==> src/rtl/spi_slave_pkg.sv <==
// Shared constants, state encoding and small helpers for the SPI responder.
// The frame widths are the same values the SPI master uses for its width_16 option.
package spi_slave_pkg;

   localparam int SPI_W8  = 8;
   localparam int SPI_W16 = 16;

   typedef enum logic [1:0] {
      WAIT_DESEL = 2'd0,
      IDLE       = 2'd1,
      ACTIVE     = 2'd2
   } state_e;

   // Number of SCLK rises that make up one frame.
   function automatic logic [4:0] frame_len(input logic w16);
      return w16 ? 5'(SPI_W16) : 5'(SPI_W8);
   endfunction

   // Bit that goes out first: bit 15 of a 16-bit frame, bit 7 of an 8-bit frame.
   function automatic logic tx_msb(input logic [15:0] word, input logic w16);
      return w16 ? word[15] : word[7];
   endfunction

endpackage

==> src/rtl/spi_slave_if.sv <==
// SPI pin bundle between an external host (master modport) and this responder (slave modport).
interface spi_slave_if;

   logic spi_sclk;
   logic spi_cs_n;
   logic spi_mosi;
   logic spi_miso;
   logic spi_miso_oe;

   modport master (
      output spi_sclk,
      output spi_cs_n,
      output spi_mosi,
      input  spi_miso,
      input  spi_miso_oe
   );

   modport slave (
      input  spi_sclk,
      input  spi_cs_n,
      input  spi_mosi,
      output spi_miso,
      output spi_miso_oe
   );

endinterface

==> src/rtl/spi_sync_edge.sv <==
// Multi-flop synchronizer for an asynchronous pin, followed by one flop that
// yields single-cycle rise/fall pulses on the synchronized level.
module spi_sync_edge #(
   parameter int SYNC_STAGES = 2
) (
   input  logic raw_clk,
   input  logic reset,
   input  logic async_in,
   output logic sync_out,
   output logic rise,
   output logic fall
);

   logic [SYNC_STAGES-1:0] sync_q;
   logic                   prev_q;

   // Clearing to 0 means a chip select held low through reset reads as
   // still selected, which keeps the FSM parked until the host deselects.
   // NOTE: clocked state is written with <= so every flop samples the
   // pre-edge values, independent of statement order.
   always_ff @(posedge raw_clk) begin
      if (reset) begin
         sync_q <= '0;
         prev_q <= 1'b0;
      end else begin
         sync_q <= {sync_q[SYNC_STAGES-2:0], async_in};
         prev_q <= sync_q[SYNC_STAGES-1];
      end
   end

   assign sync_out = sync_q[SYNC_STAGES-1];
   assign rise     =  sync_out & ~prev_q;
   assign fall     = ~sync_out &  prev_q;

endmodule

==> src/rtl/spi_slave.sv <==
// SPI mode-0 responder, MSB first, 8- or 16-bit frames, pins oversampled on raw_clk.
// Received frames are handed to the register side through rx_ready/rx_ack.
module spi_slave
   import spi_slave_pkg::*;
#(
   parameter int SYNC_STAGES = 2
) (
   input  logic        raw_clk,
   input  logic        reset,
   spi_slave_if.slave  spi,
   input  logic        width_16,
   input  logic [15:0] data_tx,
   output logic [15:0] data_rx,
   output logic        rx_ready,
   input  logic        rx_ack,
   output logic        overrun,
   output logic        busy
);

   state_e state_q, state_d;

   logic sclk_rise, sclk_fall, sclk_level_unused;
   logic cs_sync, cs_rise, cs_fall;

   logic [SYNC_STAGES-1:0] mosi_sync_q;
   logic                   mosi_s;

   logic        w16_q;
   logic [15:0] tx_shift_q;
   logic [15:0] rx_shift_q;
   logic [4:0]  bit_cnt_q;
   logic        miso_q;
   logic        miso_oe;
   logic        frame_done;
   logic [15:0] tx_next;

   spi_sync_edge #(.SYNC_STAGES(SYNC_STAGES)) u_sclk_sync (
      .raw_clk  (raw_clk),
      .reset    (reset),
      .async_in (spi.spi_sclk),
      .sync_out (sclk_level_unused),
      .rise     (sclk_rise),
      .fall     (sclk_fall)
   );

   spi_sync_edge #(.SYNC_STAGES(SYNC_STAGES)) u_cs_sync (
      .raw_clk  (raw_clk),
      .reset    (reset),
      .async_in (spi.spi_cs_n),
      .sync_out (cs_sync),
      .rise     (cs_rise),
      .fall     (cs_fall)
   );

   // Same depth as the SCLK path, so data and clock stay aligned.
   always_ff @(posedge raw_clk) begin
      if (reset) mosi_sync_q <= '0;
      else       mosi_sync_q <= {mosi_sync_q[SYNC_STAGES-2:0], spi.spi_mosi};
   end
   assign mosi_s = mosi_sync_q[SYNC_STAGES-1];

   always_ff @(posedge raw_clk) begin
      if (reset) state_q <= WAIT_DESEL;
      else       state_q <= state_d;
   end

   // NOTE: every always_comb output gets a default first, so no path can
   // leave it unassigned and infer a latch.
   always_comb begin
      state_d = state_q;
      unique case (state_q)
         WAIT_DESEL: if (cs_sync) state_d = IDLE;
         IDLE:       if (cs_fall) state_d = ACTIVE;
         ACTIVE:     if (cs_rise) state_d = IDLE;
         default:    state_d = WAIT_DESEL;
      endcase
   end

   always_comb begin
      busy    = (state_q == ACTIVE);
      miso_oe = (state_q == ACTIVE);
   end

   assign spi.spi_miso    = miso_q;
   assign spi.spi_miso_oe = miso_oe;

   assign frame_done = (state_q == ACTIVE) && (bit_cnt_q == frame_len(w16_q));
   assign tx_next    = tx_shift_q << 1;

   // Shift datapath. A fall with the counter at zero only re-presents the MSB:
   // at frame start that is a no-op, after a reload it exposes the new word.
   always_ff @(posedge raw_clk) begin
      if (reset) begin
         w16_q      <= 1'b0;
         tx_shift_q <= '0;
         rx_shift_q <= '0;
         bit_cnt_q  <= '0;
         miso_q     <= 1'b0;
      end else if (state_q == IDLE) begin
         if (cs_fall) begin
            w16_q      <= width_16;
            tx_shift_q <= data_tx;
            rx_shift_q <= '0;
            bit_cnt_q  <= '0;
            miso_q     <= tx_msb(data_tx, width_16);
         end
      end else if (state_q == ACTIVE) begin
         if (cs_rise) begin
            bit_cnt_q <= '0;
            miso_q    <= 1'b0;
         end else if (frame_done) begin
            tx_shift_q <= data_tx;
            bit_cnt_q  <= '0;
         end else if (sclk_rise) begin
            rx_shift_q <= {rx_shift_q[14:0], mosi_s};
            bit_cnt_q  <= bit_cnt_q + 5'd1;
         end else if (sclk_fall) begin
            if (bit_cnt_q == '0) begin
               miso_q <= tx_msb(tx_shift_q, w16_q);
            end else begin
               tx_shift_q <= tx_next;
               miso_q     <= tx_msb(tx_next, w16_q);
            end
         end
      end
   end

   // Register-side handshake; a completion outranks a same-cycle acknowledge.
   always_ff @(posedge raw_clk) begin
      if (reset) begin
         data_rx  <= '0;
         rx_ready <= 1'b0;
         overrun  <= 1'b0;
      end else if (frame_done) begin
         data_rx  <= w16_q ? rx_shift_q : {8'h00, rx_shift_q[7:0]};
         rx_ready <= 1'b1;
         overrun  <= rx_ack ? 1'b0 : (overrun | rx_ready);
      end else if (rx_ack) begin
         rx_ready <= 1'b0;
         overrun  <= 1'b0;
      end
   end

endmodule
==> src/flat_wrapper.sv <==
// flat-port wrapper written by rule: the top's interface ports become plain ports
module spi_slave_flat import spi_slave_pkg::*;
#(
   parameter int SYNC_STAGES = 2
)
  (raw_clk, reset, width_16, data_tx, data_rx, rx_ready, rx_ack, overrun, busy, spi_spi_sclk, spi_spi_cs_n, spi_spi_mosi, spi_spi_miso, spi_spi_miso_oe);
  spi_slave_if spi_i ();
  input  logic raw_clk;
  input  logic reset;
  input  logic width_16;
  input  logic [15:0] data_tx;
  output logic [15:0] data_rx;
  output logic rx_ready;
  input  logic rx_ack;
  output logic overrun;
  output logic busy;
  input wire logic [$bits(spi_i.spi_sclk)-1:0] spi_spi_sclk;
  input wire logic [$bits(spi_i.spi_cs_n)-1:0] spi_spi_cs_n;
  input wire logic [$bits(spi_i.spi_mosi)-1:0] spi_spi_mosi;
  output wire logic [$bits(spi_i.spi_miso)-1:0] spi_spi_miso;
  output wire logic [$bits(spi_i.spi_miso_oe)-1:0] spi_spi_miso_oe;
  assign spi_i.spi_sclk = spi_spi_sclk;
  assign spi_i.spi_cs_n = spi_spi_cs_n;
  assign spi_i.spi_mosi = spi_spi_mosi;
  assign spi_spi_miso = spi_i.spi_miso;
  assign spi_spi_miso_oe = spi_i.spi_miso_oe;
  spi_slave #(.SYNC_STAGES(SYNC_STAGES)) u_core (.raw_clk(raw_clk), .reset(reset), .spi(spi_i), .width_16(width_16), .data_tx(data_tx), .data_rx(data_rx), .rx_ready(rx_ready), .rx_ack(rx_ack), .overrun(overrun), .busy(busy));
endmodule
==> config.mk <==
export PLATFORM = sky130hd
export DESIGN_NAME = spi_slave_flat
export DESIGN_NICKNAME = d
export VERILOG_FILES = /design/src/rtl/spi_slave_pkg.sv /design/src/rtl/spi_slave_if.sv /design/src/rtl/spi_sync_edge.sv /design/src/rtl/spi_slave.sv /design/src/flat_wrapper.sv
export SDC_FILE = /design/constraint.sdc
export NUM_CORES = 1
export LEC_CHECK = 0
export CAP_MARGIN = 10
export CORE_MARGIN = 2
export CORE_UTILIZATION = 40
export DETAILED_ROUTE_END_ITERATION = 6
export SLEW_MARGIN = 30
export SYNTH_ARGS = -nofsm -noshare
export SYNTH_HDL_FRONTEND = slang
export SYNTH_HIERARCHICAL = 1
export SYNTH_SLANG_ARGS = --single-unit
==> constraint.sdc <==
create_clock -name raw_clk -period 3.1 [get_ports raw_clk]
set_input_delay 0.465 -clock raw_clk [delete_from_list [all_inputs] [get_ports raw_clk]]
set_output_delay 0.465 -clock raw_clk [all_outputs]
set_load 0.01 [all_outputs]
==> key figures <==
Finish
  • Nets: 443
  • Multi-input logic area: 1830 um2
  • Storage cell area: 1340 um2
  • Most frequent cells in the layout: dfxtp_1, clkdlybuf4s50_1, nor3b_1
  • Final core occ: 49.1%
  • Area growth syn-to-layout: 19.5%
  • Fin cells: 524
  • Layout cells sized above 1: 7.88%
  • Commonest non-fill, non-tap cell in the layout: dfxtp_1
  • Filler Cell Count: 808
  • Ant diodes: 0

Critical path
  • Critical-path cell list: inv_1 -> ha_1 -> and3b_1 -> a21boi_4 -> buf_4 -> o21ai_0 -> a311oi_1
  • CP Max Fanout: 33
  • Setup crit end kind: flip-flop
  • CP Class: reg2reg
  • Delay-heaviest family, CP: compound AO/OA/AOI/OAI gates
  • Slowest-stage cell, CP: a21boi_4
  • CP Buf/Inv Count: 2
  • Slowest Stage Delay on Critical Path: 0.55 ns
  • WP data required: 3.35 ns
  • Crit path DAT: 2.73 ns
  • Worst setup SP type: flip-flop

Yosys
  • Synth Flop Type: dfxtp_1
  • Share of flip-flops with an asynchronous set or reset: 0%
  • Sequential fraction of the synthesis area: 39.9%
  • Register bit total from synthesis: 67
  • Syn Std Cell Area: 3360 um2
  • Syn. warnings: 6
  • Top cell type by total area after synthesis: dfxtp_1
  • Post-synth cell types: 44
  • Share of the synthesized area in the top cell type: 39.9%
  • EDFF count, synth: 0
  • Syn avg cell area: 8.69 um2
  • Syn Inst Count: 387
  • Largest cells by area after synthesis: dfxtp_1, nor3b_1, a221o_1
  • Syn_nets: 416

Floorplanning
  • Initial core utilization: 41.1%
  • Die height: 95.7 um
  • Die W: 95.7 um
  • IO Count: 44
  • Core area: 8180 um2
  • # rows: 33
  • Die area: 9150 um2

Timing
  • RSZ-0062 raised after global routing: no
  • Final TNS setup: 0 ns
  • Clock skew: 0.00603 ns
  • Crit share post-route: 80.1%
  • Worst-margin pin slew: 0.941 ns
  • Min Tclk post-route: 2.48 ns
  • Endpoints failing setup: 0
  • Max Fclk: 403 MHz
  • Worst rel slew slack: 37.0%
  • WHS: 0.436 ns
  • Final Max Slew Viols: 0
  • Hold Fails Final Rpt: 0

Clock tree
  • CTS tree: built
  • Post-CTS Setup Bufs: 0
  • Clk_lat worst skew: 0.34 ns
  • Hold_buf cts: 0
  • Root buf cell: clkbuf_8
  • Htree depth: 3
  • Post-CTS Resized: 0
  • CTS clk-pin slew, worst paths: 0.07 ns
  • Buffer depth of the longest clock path: 2
  • Sink Count: 67
  • Number of buffers inserted during clock tree synthesis: 9

Hold path
  • HP Class: reg2reg

Place
  • Placed Instances: 508
  • Buffers on Ports: 43
  • Dpl hpwl: 4710 um
  • Final GP Congestion: 0.816

Detailed routing
  • DR DRC count: 0
  • Vias: 2944
  • Via-to-Cell Ratio: 5.62
  • WL/cell: 14.9 um
  • DRT Pass-1 Iters: 4
  • Drt total wl: 7800 um
  • Iter 0 DRT Violations: 182
  • Antenna viol nets, final: 0

Global routing
  • Vias in the first global route: 2709
  • Total Routing Usage GR: 18.5%
  • Largest net degree at the start of global routing: 81
  • Total grt overflow: 0
  • First-pass GRT wire length: 13300 um
  • Antenna violations before repair: 0

Power and ir drop
  • Pwr dens: 555 nW/um2
  • Peak VDD IR: 0.238 mV
  • Leakage power: 0.00126 uW

Outcome
  • Run status: finished clean

Flow run
  • Max-Cap Viols: 0
==> synth_stat cells, types with 5 or more instances <==
| library cell | n |
|---|---|
| nor3b_1 | 33 |
| nor2b_1 | 14 |
| o21ai_0 | 31 |
| buf_2 | 5 |
| nand2_1 | 31 |
| o22ai_1 | 12 |
| inv_1 | 10 |
| clkbuf_1 | 23 |
| dfxtp_1 | 67 |
| a221o_1 | 16 |
| nand3b_1 | 15 |
| nand3_1 | 14 |
| a311oi_1 | 12 |
| nor2_1 | 23 |
| a31oi_1 | 5 |
| ha_1 | 6 |
| a21oi_1 | 23 |
==> sequential cells by signal (all words and copies together), names as in the netlist <==
name,count
u_core/rx_ready,1
u_core/overrun,1
u_core/spi.spi_miso,1
u_core/w16_q,1
u_core/data_rx,16
u_core/state_q,2
u_core/bit_cnt_q,5
u_core/u_sclk_sync/sync_q,2
u_core/u_sclk_sync/prev_q,1
u_core/u_cs_sync/sync_q,2
u_core/rx_shift_q,16
u_core/mosi_sync_q,2
u_core/u_cs_sync/prev_q,1
u_core/tx_shift_q,16
==> per-stage QoR <==
stage / cell area, um2 / power [uW] / setup slack (ns)
after floorplan: 3360 / 1370 / 1.10
final: 4020 / 2230 / 0.616
after detailed placement: 3820 / 1520 / 0.605
after global routing: 4020 / 2370 / 0.376
after global placement: 3820 / 1520 / 0.661
after CTS: 4020 / 2250 / 0.596
==> cell type report <==
cell class | instances | share of cell area (%)
clock buffer | 12 | 3.61
clock inverter | 4 | 1.25
inverter | 10 | 0.935
multi-input combinational | 275 | 45.5
sequential | 67 | 33.4
tap | 105 | 3.27
timing repair buffer | 51 | 12.1
==> report_power, final <==
group | total, uW | leakage, uW | switching (uW) | internal [uW]
clock | 728 | 0.0000926 | 335 | 393
sequential | 915 | 0.000541 | 24.0 | 891
combinational | 584 | 0.000623 | 357 | 227
==> cell families (layout without fill, tap and decap cells) <==
logic type / count (synthesis) / count (layout) / share of synthesized area, %
AO/OA/AOI/OAI: 120 / 120 / 25.0
multiplexers: 4 / 4 / 1.60
AND/OR/NAND/NOR: 145 / 145 / 25.4
buffers and inverters: 45 / 77 / 5.88
adder cells (fa/ha/maj): 6 / 6 / 2.23
flip-flops: 67 / 67 / 39.9
==> worst register-to-register path, delay by kind of cell (launching register included) <==
| family | cells | cell delay [ns] |
|---|---|---|
| AOI/OAI and AO/OA | 3 | 0.98 |
| adders and majority gates | 1 | 0.28 |
| DFF | 1 | 0.34 |
| buffers and inverters | 2 | 0.51 |
| and+or+nand+nor | 1 | 0.28 |
==> per-layer routing <==
layer  vias up  wire length, um  global-route usage, %
li1       1489                -                      -
met1      1402             3930                   25.0
met2        45             3540                   28.8
met3         8              221                   3.64
met4         0              106                   7.74
met5         -                0                      0
==> path summary, 6_finish.rpt <==
kind,from,cells past startpoint,end,slack (ns)
worst max-delay path,u_core/state_q[0],7,u_core/tx_shift_q[15],0.62
worst min-delay path,u_core/u_cs_sync/sync_q[0],1,u_core/u_cs_sync/sync_q[1],0.44
worst max register to register,u_core/state_q[0],7,u_core/tx_shift_q[15],0.62
worst min register to register,u_core/u_cs_sync/sync_q[0],1,u_core/u_cs_sync/sync_q[1],0.44
Power figures use the tool's default switching activity.
